--- config.mk ---
export PLATFORM = sky130hd
export DESIGN_NAME = rapcla_quality_ctrl
export DESIGN_NICKNAME = d
export VERILOG_FILES = /design/src/rtl/rapcla_qc_pkg.sv /design/src/rtl/rapcla_err_dist.sv /design/src/rtl/rapcla_quality_ctrl.sv
export SDC_FILE = /design/constraint.sdc
export NUM_CORES = 1
export LEC_CHECK = 0
export CORE_ASPECT_RATIO = 1.1
export CORE_MARGIN = 2
export CORE_UTILIZATION = 55
export DETAILED_ROUTE_END_ITERATION = 8
export GPL_TIMING_DRIVEN = 0
export PLACE_DENSITY = 0.83
export SYNTH_ARGS = -nofsm -noshare
export SYNTH_HDL_FRONTEND = slang
export SYNTH_HIERARCHICAL = 1
export SYNTH_SLANG_ARGS = --single-unit
--- constraint.sdc ---
create_clock -name CLK -period 2.8 [get_ports CLK]
set_input_delay 0.56 -clock CLK [delete_from_list [all_inputs] [get_ports CLK]]
set_output_delay 0.56 -clock CLK [all_outputs]
set_load 0.02 [all_outputs]
--- src/rtl/rapcla_qc_pkg.sv ---
// Shared types and helpers for the approximate-CLA quality controller.
// Width helpers are functions so every user derives them from its own parameters.
package rapcla_qc_pkg;

   typedef enum logic [1:0] {
      S_IDLE    = 2'd0,
      S_MEASURE = 2'd1,
      S_DECIDE  = 2'd2,
      S_SETTLE  = 2'd3
   } qc_state_e;

   function automatic int ngrp_f(input int size, input int grpsize);
      return size / grpsize;
   endfunction

   function automatic int err_cnt_w_f(input int win_len);
      return $clog2(win_len + 1);
   endfunction

   function automatic int max_ed_w_f(input int size);
      return size + 1;
   endfunction

   function automatic int med_sum_w_f(input int size, input int win_len);
      return size + 1 + $clog2(win_len);
   endfunction

   // Thermometer masks grow from the LSB group; saturation falls out of the masking.
   function automatic logic [31:0] therm_up_f(input logic [31:0] rcon, input int ngrp);
      logic [31:0] mask_v;
      mask_v = (ngrp >= 32) ? 32'hFFFF_FFFF : ((32'd1 << ngrp) - 32'd1);
      return ((rcon << 1) | 32'd1) & mask_v;
   endfunction

   function automatic logic [31:0] therm_down_f(input logic [31:0] rcon);
      return rcon >> 1;
   endfunction

endpackage

--- src/rtl/rapcla_err_dist.sv ---
// Recomputes the exact sum of one operand pair and returns the absolute
// distance to the approximate adder result.
module rapcla_err_dist #(
   parameter int SIZE = 16
) (
   input  logic [SIZE-1:0] a_i,
   input  logic [SIZE-1:0] b_i,
   input  logic            cin_i,
   input  logic [SIZE-1:0] apx_sum_i,
   input  logic            apx_cout_i,
   output logic [SIZE:0]   ed_o,
   output logic            err_o
);

   logic [SIZE:0] exact_s;
   logic [SIZE:0] approx_s;

   assign exact_s  = {1'b0, a_i} + {1'b0, b_i} + {{SIZE{1'b0}}, cin_i};
   assign approx_s = {apx_cout_i, apx_sum_i};

   // Unsigned absolute difference, subtracting the smaller from the larger.
   always_comb begin
      if (exact_s >= approx_s) begin
         ed_o = exact_s - approx_s;
      end else begin
         ed_o = approx_s - exact_s;
      end
   end

   assign err_o = (ed_o != '0);

endmodule

--- src/rtl/rapcla_quality_ctrl.sv ---
// Windowed error monitor that steps the adder's ApproxRCON thermometer mask.
// Define RAPCLA_QC_MED_SUM_EN to keep the summed-error-distance accumulator on MED_SUM.
module rapcla_quality_ctrl
   import rapcla_qc_pkg::*;
#(
   parameter int SIZE      = 16,
   parameter int GROUPSIZE = 8,
   parameter int WIN_LEN   = 16,
   parameter int ERR_HI    = 4,
   parameter int ERR_LO    = 1,
   parameter int SETTLE    = 2
) (
   input  logic                                       CLK,
   input  logic                                       RST_N,
   input  logic                                       EN,
   input  logic                                       IN_VALID,
   output logic                                       IN_READY,
   input  logic [SIZE-1:0]                            A,
   input  logic [SIZE-1:0]                            B,
   input  logic                                       CIN,
   input  logic [SIZE-1:0]                            APX_SUM,
   input  logic                                       APX_COUT,
   output logic [ngrp_f(SIZE, GROUPSIZE)-1:0]         APPROX_RCON,
   output logic [err_cnt_w_f(WIN_LEN)-1:0]            ERR_CNT,
   output logic [max_ed_w_f(SIZE)-1:0]                MAX_ED,
   output logic                                       WIN_DONE,
   output logic [med_sum_w_f(SIZE, WIN_LEN)-1:0]      MED_SUM
);

   localparam int NGRP  = ngrp_f(SIZE, GROUPSIZE);
   localparam int ERR_W = err_cnt_w_f(WIN_LEN);
   localparam int ED_W  = max_ed_w_f(SIZE);
   localparam int SUM_W = med_sum_w_f(SIZE, WIN_LEN);
   localparam int SET_W = $clog2(SETTLE + 1);

   logic [ED_W-1:0]  ed_s;
   logic             err_s;

   qc_state_e        state_q;
   logic             ready_q;
   logic             win_done_q;
   logic [NGRP-1:0]  rcon_q;
   logic [NGRP-1:0]  rcon_d;
   logic [ERR_W-1:0] err_cnt_q;
   logic [ED_W-1:0]  max_ed_q;
   logic [ERR_W-1:0] smp_cnt_q;
   logic [ERR_W-1:0] err_acc_q;
   logic [ERR_W-1:0] err_acc_d;
   logic [ED_W-1:0]  max_acc_q;
   logic [ED_W-1:0]  max_acc_d;
   logic [SET_W-1:0] set_cnt_q;

   logic             accept_s;
   logic             last_s;
   logic             clr_s;

   rapcla_err_dist #(
      .SIZE (SIZE)
   ) u_err_dist (
      .a_i        (A),
      .b_i        (B),
      .cin_i      (CIN),
      .apx_sum_i  (APX_SUM),
      .apx_cout_i (APX_COUT),
      .ed_o       (ed_s),
      .err_o      (err_s)
   );

   // A sample taken while EN is low would be discarded with the window anyway.
   assign accept_s  = (state_q == S_MEASURE) && ready_q && IN_VALID && EN;
   assign last_s    = accept_s && (smp_cnt_q == ERR_W'(WIN_LEN - 1));
   assign clr_s     = ((state_q == S_IDLE) && EN) || ((state_q == S_MEASURE) && !EN);
   assign err_acc_d = err_acc_q + ERR_W'(err_s);
   assign max_acc_d = (ed_s > max_acc_q) ? ed_s : max_acc_q;

   // Mask step chosen from the error count including the window's final sample.
   always_comb begin
      if (err_acc_d > ERR_W'(ERR_HI)) begin
         rcon_d = NGRP'(therm_down_f(32'(rcon_q)));
      end else if (err_acc_d < ERR_W'(ERR_LO)) begin
         rcon_d = NGRP'(therm_up_f(32'(rcon_q), NGRP));
      end else begin
         rcon_d = rcon_q;
      end
   end

   // Window FSM; results publish on the last accepted sample so DECIDE shows them.
   always_ff @(posedge CLK or negedge RST_N) begin
      if (!RST_N) begin
         state_q    <= S_IDLE;
         ready_q    <= 1'b0;
         win_done_q <= 1'b0;
         rcon_q     <= '0;
         err_cnt_q  <= '0;
         max_ed_q   <= '0;
         smp_cnt_q  <= '0;
         err_acc_q  <= '0;
         max_acc_q  <= '0;
         set_cnt_q  <= '0;
      end else begin
         win_done_q <= 1'b0;
         case (state_q)
            S_IDLE: begin
               ready_q <= 1'b0;
               if (EN) begin
                  state_q   <= S_MEASURE;
                  ready_q   <= 1'b1;
                  smp_cnt_q <= '0;
                  err_acc_q <= '0;
                  max_acc_q <= '0;
               end
            end
            S_MEASURE: begin
               if (!EN) begin
                  state_q   <= S_IDLE;
                  ready_q   <= 1'b0;
                  smp_cnt_q <= '0;
                  err_acc_q <= '0;
                  max_acc_q <= '0;
               end else if (last_s) begin
                  state_q    <= S_DECIDE;
                  ready_q    <= 1'b0;
                  win_done_q <= 1'b1;
                  err_cnt_q  <= err_acc_d;
                  max_ed_q   <= max_acc_d;
                  rcon_q     <= rcon_d;
                  smp_cnt_q  <= '0;
                  err_acc_q  <= '0;
                  max_acc_q  <= '0;
               end else if (accept_s) begin
                  smp_cnt_q <= smp_cnt_q + ERR_W'(1);
                  err_acc_q <= err_acc_d;
                  max_acc_q <= max_acc_d;
               end
            end
            S_DECIDE: begin
               state_q   <= S_SETTLE;
               ready_q   <= 1'b0;
               set_cnt_q <= SET_W'(SETTLE - 1);
            end
            S_SETTLE: begin
               if (set_cnt_q == '0) begin
                  state_q <= EN ? S_MEASURE : S_IDLE;
                  ready_q <= EN;
               end else begin
                  set_cnt_q <= set_cnt_q - SET_W'(1);
               end
            end
            default: begin
               state_q <= S_IDLE;
               ready_q <= 1'b0;
            end
         endcase
      end
   end

`ifdef RAPCLA_QC_MED_SUM_EN
   logic [SUM_W-1:0] sum_acc_q;
   logic [SUM_W-1:0] sum_acc_d;
   logic [SUM_W-1:0] med_sum_q;

   assign sum_acc_d = sum_acc_q + SUM_W'(ed_s);

   // Summed error distance follows the same clear/accept/publish strobes.
   always_ff @(posedge CLK or negedge RST_N) begin
      if (!RST_N) begin
         sum_acc_q <= '0;
         med_sum_q <= '0;
      end else if (last_s) begin
         med_sum_q <= sum_acc_d;
         sum_acc_q <= '0;
      end else if (clr_s) begin
         sum_acc_q <= '0;
      end else if (accept_s) begin
         sum_acc_q <= sum_acc_d;
      end
   end

   assign MED_SUM = med_sum_q;
`else
   assign MED_SUM = '0;
`endif

   assign IN_READY    = ready_q;
   assign WIN_DONE    = win_done_q;
   assign APPROX_RCON = rcon_q;
   assign ERR_CNT     = err_cnt_q;
   assign MAX_ED      = max_ed_q;

endmodule
==> results of run 1 <==
metrics by stage:
stage               setup WS [ns]  total power, uW
floorplan                   -4.26             3140
global placement            -5.48             3700
detailed placement          -5.65             3830
CTS                         -4.52             5570
global route                -4.69             6210
finish                      -4.56             5870
routing by layer:
layer  GRT usage, %  vias up  share of wire, %
met5              0        -                 0
met4           14.7        0               3.5
met3           3.91       49               4.1
met2           53.2      218                54
met1           30.1     2671                38
li1               -     2712                 -
sequential cells by signal (all words and copies together), names as in the netlist, 2 cells and up, named ones only:
register and cells:
ERR_CNT 5, APPROX_RCON 2, smp_cnt_q 5, set_cnt_q 2, MAX_ED 17, err_acc_q 5, max_acc_q 17
power by group through the flow:
stage	combinational [uW]	sequential (uW)	clock [uW]
final	3850	932	1080
after global routing	4130	939	1130
after CTS	3550	926	1090
after detailed placement	2890	938	0
after global placement	2770	932	0
after floorplan	2210	933	0
cell families after synthesis:
kind of cell,after synthesis,synth area share (%)
AOI/OAI and AO/OA,194,22.4
xor gates and xnor gates,30,4.57
adders and majority gates,77,17.3
buffers and inverters,123,10.1
DFF,57,24.8
muxes,29,5.13
other,1,0.0652
and+or+nand+nor,179,15.7
final cells by class:
cell class,instances,area share (%)
clock inverters,3,0.499
repair buffers,130,15.3
clock buffers,12,3.19
flip-flops and latches,57,17.8
plain buffers,40,3.57
inverters,78,3.65
multi-input cells,530,53.8
well taps,143,2.23
critical path: cells and delay by family:
family | cells | cell delay (ns)
buf+inv | 6 | 0.74
compound gates | 13 | 2.32
fa+ha+maj | 5 | 1.27
mux | 1 | 0.26
simple gates | 6 | 1.90
xor+xnor | 3 | 0.48
path summary, 6_finish.rpt:
path                                     from              to
worst max-delay path                     A[0]  APPROX_RCON[0]
worst min-delay path                    RST_N    set_cnt_q[0]
worst max register to register  max_acc_q[12]    max_acc_q[3]
worst min register to register      MAX_ED[4]       MAX_ED[4]
max in group asynchronous               RST_N    err_acc_q[3]
min in group CLK                    MAX_ED[4]       MAX_ED[4]
timing repair:
item                       4_1_cts  5_1_grt
setup buffers                   26       20
gates cloned                     4        0
pin swaps                       39       23
setup endpoints to repair       46       46
resized for setup               78       39
placed cells by master (no fill, tap or decap), drive strengths merged, types with 5 or more instances in the layout:
cell type / n
a211oi: 6
a21o: 18
a21oi: 38
a22o: 21
a31oi: 8
and2: 6
and3: 5
buf: 81
clkbuf: 26
clkdlybuf4s50: 71
conb: 21
dfrtp: 57
ha: 73
inv: 78
mux2i: 25
nand2: 65
nand3: 10
nand4: 10
nor2: 37
nor2b: 6
nor3: 16
o21ai: 64
xnor2: 18
xor2: 12
==> reports/summary.md, run 1 <==
After synthesis the cells add up to 5760 um^2. Summed over all cells, the static leakage comes to 0.00381 uW. For the number of nets in the final layout, the log shows 977. For the area of the multi-input gates, the log shows 4320 um^2. The internal cell power is 3380 uW, and the I/O pin total is 101. Global routing used 28.5% of the available tracks. The endpoint required time on the critical path is 3.01 ns. Among all flip-flop cells after synthesis, the most frequent one is dfrtp_1.

The worst setup path is of the in -> reg kind. The part of the total power dissipated in combinational logic is 65.6%. The count of flip-flops with a built-in enable after synthesis is 0. In the post-synthesis netlist, the biggest area contributors are dfrtp_1, ha_1, inv_1.

The highest clock rate was 0.136 GHz; the final critical-path setup slack was -4.56 ns. With fillers left out, the area of the finished cells amounts to 8030 um^2. The detailed-route wire length per cell was 16.4 um; the later-pin clock latency in the skew report was 0.33 ns. The number of global-route vias before repair is 5744, and the overall die area is 11300 um^2. Data on the critical path arrives at its endpoint at 7.57 ns. Setup repair after global routing could not meet its margin everywhere. The horizontal extent of the die was 102 um; the clock transition at the register clock pins on the worst setup and hold paths after CTS was 0.05 ns. The final max-slew violation count was 0; the peak ir drop on the vdd network was 0.000396 V.

For the part of the total power dissipated in the clock network, the log shows 18.5%. Once detailed placement completed, the half-perimeter wirelength came to 11300 um. The number of hold buffers added after CTS was 0.

CTS placed an instance of clkbuf_16 at the clock tree root. The number of port buffers came out at 79. The floorplan has 39 rows.

The number of buffers added by the clock tree synthesis step was 9. The cell count after synthesis came out at 690. For this design the total switching power over the nets is 2480 uW. The checks that failed: negative setup slack. Share of cells above drive strength 1: 21.6%.

Of all nets on the critical path, the largest fanout is 6. The tools report the combined flip-flop and latch cell area as 1430 um^2. After synthesis, the most frequently instantiated cells are inv_1, ha_1, nand2_1. The run finished, with violations left. Clock tree synthesis found a total of 57 sinks. The proportion of synthesized chip area in sequential cells is 24.8%, and the average size of a mapped cell is 8.34 um^2. For this run, the number of Yosys warnings is 6. Counting the fill cells in the layout gives 704.

In the routed layout, each cell is associated on average with a via count of 5.69. Hold is met by 0.159 ns. The remaining antenna violation count is 0, and the number of instances in the placed design is 933.

The logs give 55.9% for the initial core utilization and 993 for the final instance count without filler cells. TritonCTS built the clock tree. From bottom edge to top edge, the die measures 111 um.

The number of unique standard cell types used by synthesis was 72. For the setup violation total in the final timing report, the log shows 46. The slowest stage of the critical path belongs to the cell or4_4.

The power per cell area works out to 731 nW/um^2. Headroom to the max-slew limit came out at 43.5%. Relative to the synthesized area, the layout overhead comes to 39.5%. The time the final worst path needs with I/O delays and setup was 7.36 ns. The placeable core area was 10300 um^2; the remaining global-route overflow was 0. The most used standard cell by instance count after synthesis was inv_1. The first global-routing pass estimated 25800 um of wire. Worst clock skew on the final layout: 0.00621 ns. Of the available clock period, the critical path in the final layout requires 263%. The first routing iteration left 260 violations. The instance area at placement is 6910 um^2, and the share of the core filled with cells in the final layout is 78.0%. The cell type with the highest aggregate area in the netlist was dfrtp_1. The switching part of the total was 42.3%; the pin slew with the least headroom to its limit was 0.842 ns.

The tool flagged a number of max-cap violations equal to 0. The routed design has 16300 um of wire. The pin count of the biggest net entering global routing was 42. The total negative setup slack is -193.86 ns. In the routed design, unresolved DRC markers number 0. The fraction of registers with async set or reset after synthesis is 100%. The logs give 0 for the number of antenna violations at the first check in global routing and 0 for the number of endpoints with negative hold slack in the final report. The area share of the largest cell type after synthesis came out at 24.8%. The tools report the maximum clock path buffer count as 2.

The total inserted antenna cells was 0. Measured in cells, the most critical reg-to-reg path has a length of 10. In this run the register-to-register setup slack is 0.34 ns. On the worst path, the slowest cell contributes a delay of 0.56 ns. STA classifies the critical path endpoint as a flip-flop. Routability-driven placement finished with a final weighted congestion of 0.887. After synthesis the netlist holds a flip-flop and latch count of 57.

The first detailed-routing pass ran for 5 iterations. Path type of the worst min-delay path: in -> async. The H-tree was split into 3 levels. The run gives 5650 as the via count.

Part of the total power dissipated in sequential elements: 15.9%. The worst setup path is launched from an input port.
(Power assumes the default switching activity.)
==> inputs of run 2 (changes only) <==
CORE_UTILIZATION = 56   (was 55)
CTS_BUF_LIST = sky130_fd_sc_hd__clkbuf_8   (was default)
PLACE_DENSITY = 0.84   (was 0.83)
==> reports/summary.md, run 2 (synthesized netlist as in run 1, its figures left out) <==
The flow ran to the end, but the final reports show violations. The checks that failed: negative setup slack. The number of endpoints with negative hold slack in the final report came out at 0. Setup repair after global routing could not meet its margin everywhere.

After the first detailed-routing iteration, the DRC count stood at 318. The data arrival time of the critical path was 7.85 ns; the met3 track demand over resource was 4.35%. The run gives 29.6% as the aggregate global-route resource usage. The floorplan has 38 rows. The worst clock skew on the final layout is 0.0120 ns.

The critical path contains buffers and inverters numbering 6 combined. The tools report the final max-slew violation count as 0. The time the final worst path needs with I/O delays and setup was 7.62 ns. The post-detailed-placement half-perimeter wirelength is 11300 um, and the clock sink count is 57.

The depth of the CTS H-tree is 3. Adding up every negative setup slack in the final design gives -206.15 ns. The tools report the final critical-path setup slack as -4.82 ns. Entering global routing, the biggest net connects 41 pins.

Of the cells placed in the final design, the portion with a size suffix greater than 1 is 22.5%. Port buffering added 79 buffers. The tools report the standby leakage power as 0.00381 uW.

In the final layout, flip-flops and latches occupy 1430 um^2. The highest clock rate was 0.131 GHz; the number of nets in the final layout was 989. The library cell used most frequently in the layout, excluding fill and tap cells, is inv_1. TritonCTS built the clock tree. STA classifies the critical path startpoint as an input port.

The pin slew with the least headroom to its limit was 0.895 ns; the detailed-route wire length per cell was 17.5 um. CTS placed an instance of clkbuf_8 at the clock tree root. The number of global-route vias before repair is 5739, and the overall die area is 11100 um^2.

The critical path is of the in -> reg type. For the remaining antenna violation count, the log shows 0. The run gives 40.0% as the relative slew slack.

On the critical path, the stage with the largest delay is an instance of or4_4. Category of the worst setup path capture point: a flip-flop. The first global-routing pass estimated 26200 um of wire. The area growth from synthesis to final layout is 38.6%. The global routing stage identified its most utilized layer as met2. The number of antenna diodes in the final layout is 0. Cell with the most instances on the worst path: buf_6. For the worst setup path, the data required time is 3.03 ns. The logs give 5 for the number of search-and-repair iterations in the first detailed-routing pass and 9 for the number of buffers added by the clock tree synthesis step. The met1 usage came out at 31.3%. At the end of the flow the core is filled with cells to 80.3%. The run gives 5760 uW as the total power. The number of antenna violations at the first check in global routing is 0, and the setup violation total in the final timing report is 46.

Across the run, the number of max-cap violations was 0. The later-pin clock latency in the skew report is 0.35 ns, and the peak fanout along the critical path is 7. In this run the power density over the cells is 722 nW/um^2. The vertical extent of the die works out to 110 um. The layout has 646 filler cells. The I/O pin total is 101, and the post-route worst hold slack is 0.146 ns.

The family with the most delay on the worst path is compound AO/OA/AOI/OAI gates. The logs give 57.9% for the initial core utilization and 4300 um^2 for the area of the multi-input gates. The tools report the via count as 5827.

The library cells used most frequently in the layout, excluding fill and tap cells, are inv_1, clkdlybuf4s50_1, buf_4. The run gives 0 as the number of hold buffers added after CTS. The peak ir drop on the vdd network is 0.000484 V. The maximum clock path buffer count is 2.

The clock transition at the register clock pins on the worst setup and hold paths after CTS was 0.07 ns; the detail-routed via count per cell was 5.93. The delay of the slowest cell on the worst path works out to 0.55 ns. In the finished design, the share of the clock period the worst path needs comes to 272%.

The horizontal extent of the die was 101 um. The placeable core area was 9940 um^2. In the routed design, unresolved DRC markers number 0. For this block, the routed nets add up to 17200 um of wire.

Global-route track usage on met2: 56.1%. The tightest min-delay check is of the in -> async type. The remaining global-route overflow was 0. At the end of routability-driven placement, the weighted congestion stood at 0.894.
==> run 2: cell count changes in the layout (fill, tap and decap cells not counted), sizes merged <==
cell / before / now
clkbuf: 26 / 25
buf: 81 / 93
inv: 78 / 79
==> run 2: where the power goes <==
group,switching (uW),internal (uW)
Sequential,58.5,873
Clock,331,448
Combinational,2150,1900
Total,2540,3220
==> run 2: metrics by stage <==
step,instances,area (um^2),worst slack (ns)
finish,982,7980,-4.82
global route,982,7980,-5.04
CTS,975,7710,-4.75
detailed placement,910,6880,-5.60
global placement,909,6870,-5.42
floorplan,710,5920,-4.26
==> run 2: repair_timing <==
item / CTS / global route
pin swaps: 39 / 51
cloned: 3 / 0
gates resized for setup: 65 / 51
buffers inserted: 49 / 13
setup endpoints to repair: 46 / 46
==> run 2: cell type report <==
type	count	share of cell area, %
buffer	41	3.64
clock buffer	11	1.90
clock inverter	4	0.549
inverter	78	3.67
multi-input combinational	530	53.9
sequential	57	17.9
tap	120	1.88
timing repair buffer	141	16.6
==> run 2: metal layers <==
layer  up-vias  routed length [um]
met4         0                 908
met3        82                 829
met1      2744                6370
li1       2731                   -
met5         -                   0
met2       270                9080
==> run 2: path summary, 6_finish.rpt <==
kind,from,endpoint,slack (ns),cells past startpoint
min in group CLK,ERR_CNT[0],ERR_CNT[0],0.48,2
min reg2reg,ERR_CNT[0],ERR_CNT[0],0.48,2
max reg2reg,max_acc_q[11],max_acc_q[11],0.25,10
max in group asynchronous,RST_N,max_acc_q[10],2.09,2
max,CIN,APPROX_RCON[0],-4.82,36
min,RST_N,IN_READY,0.15,1
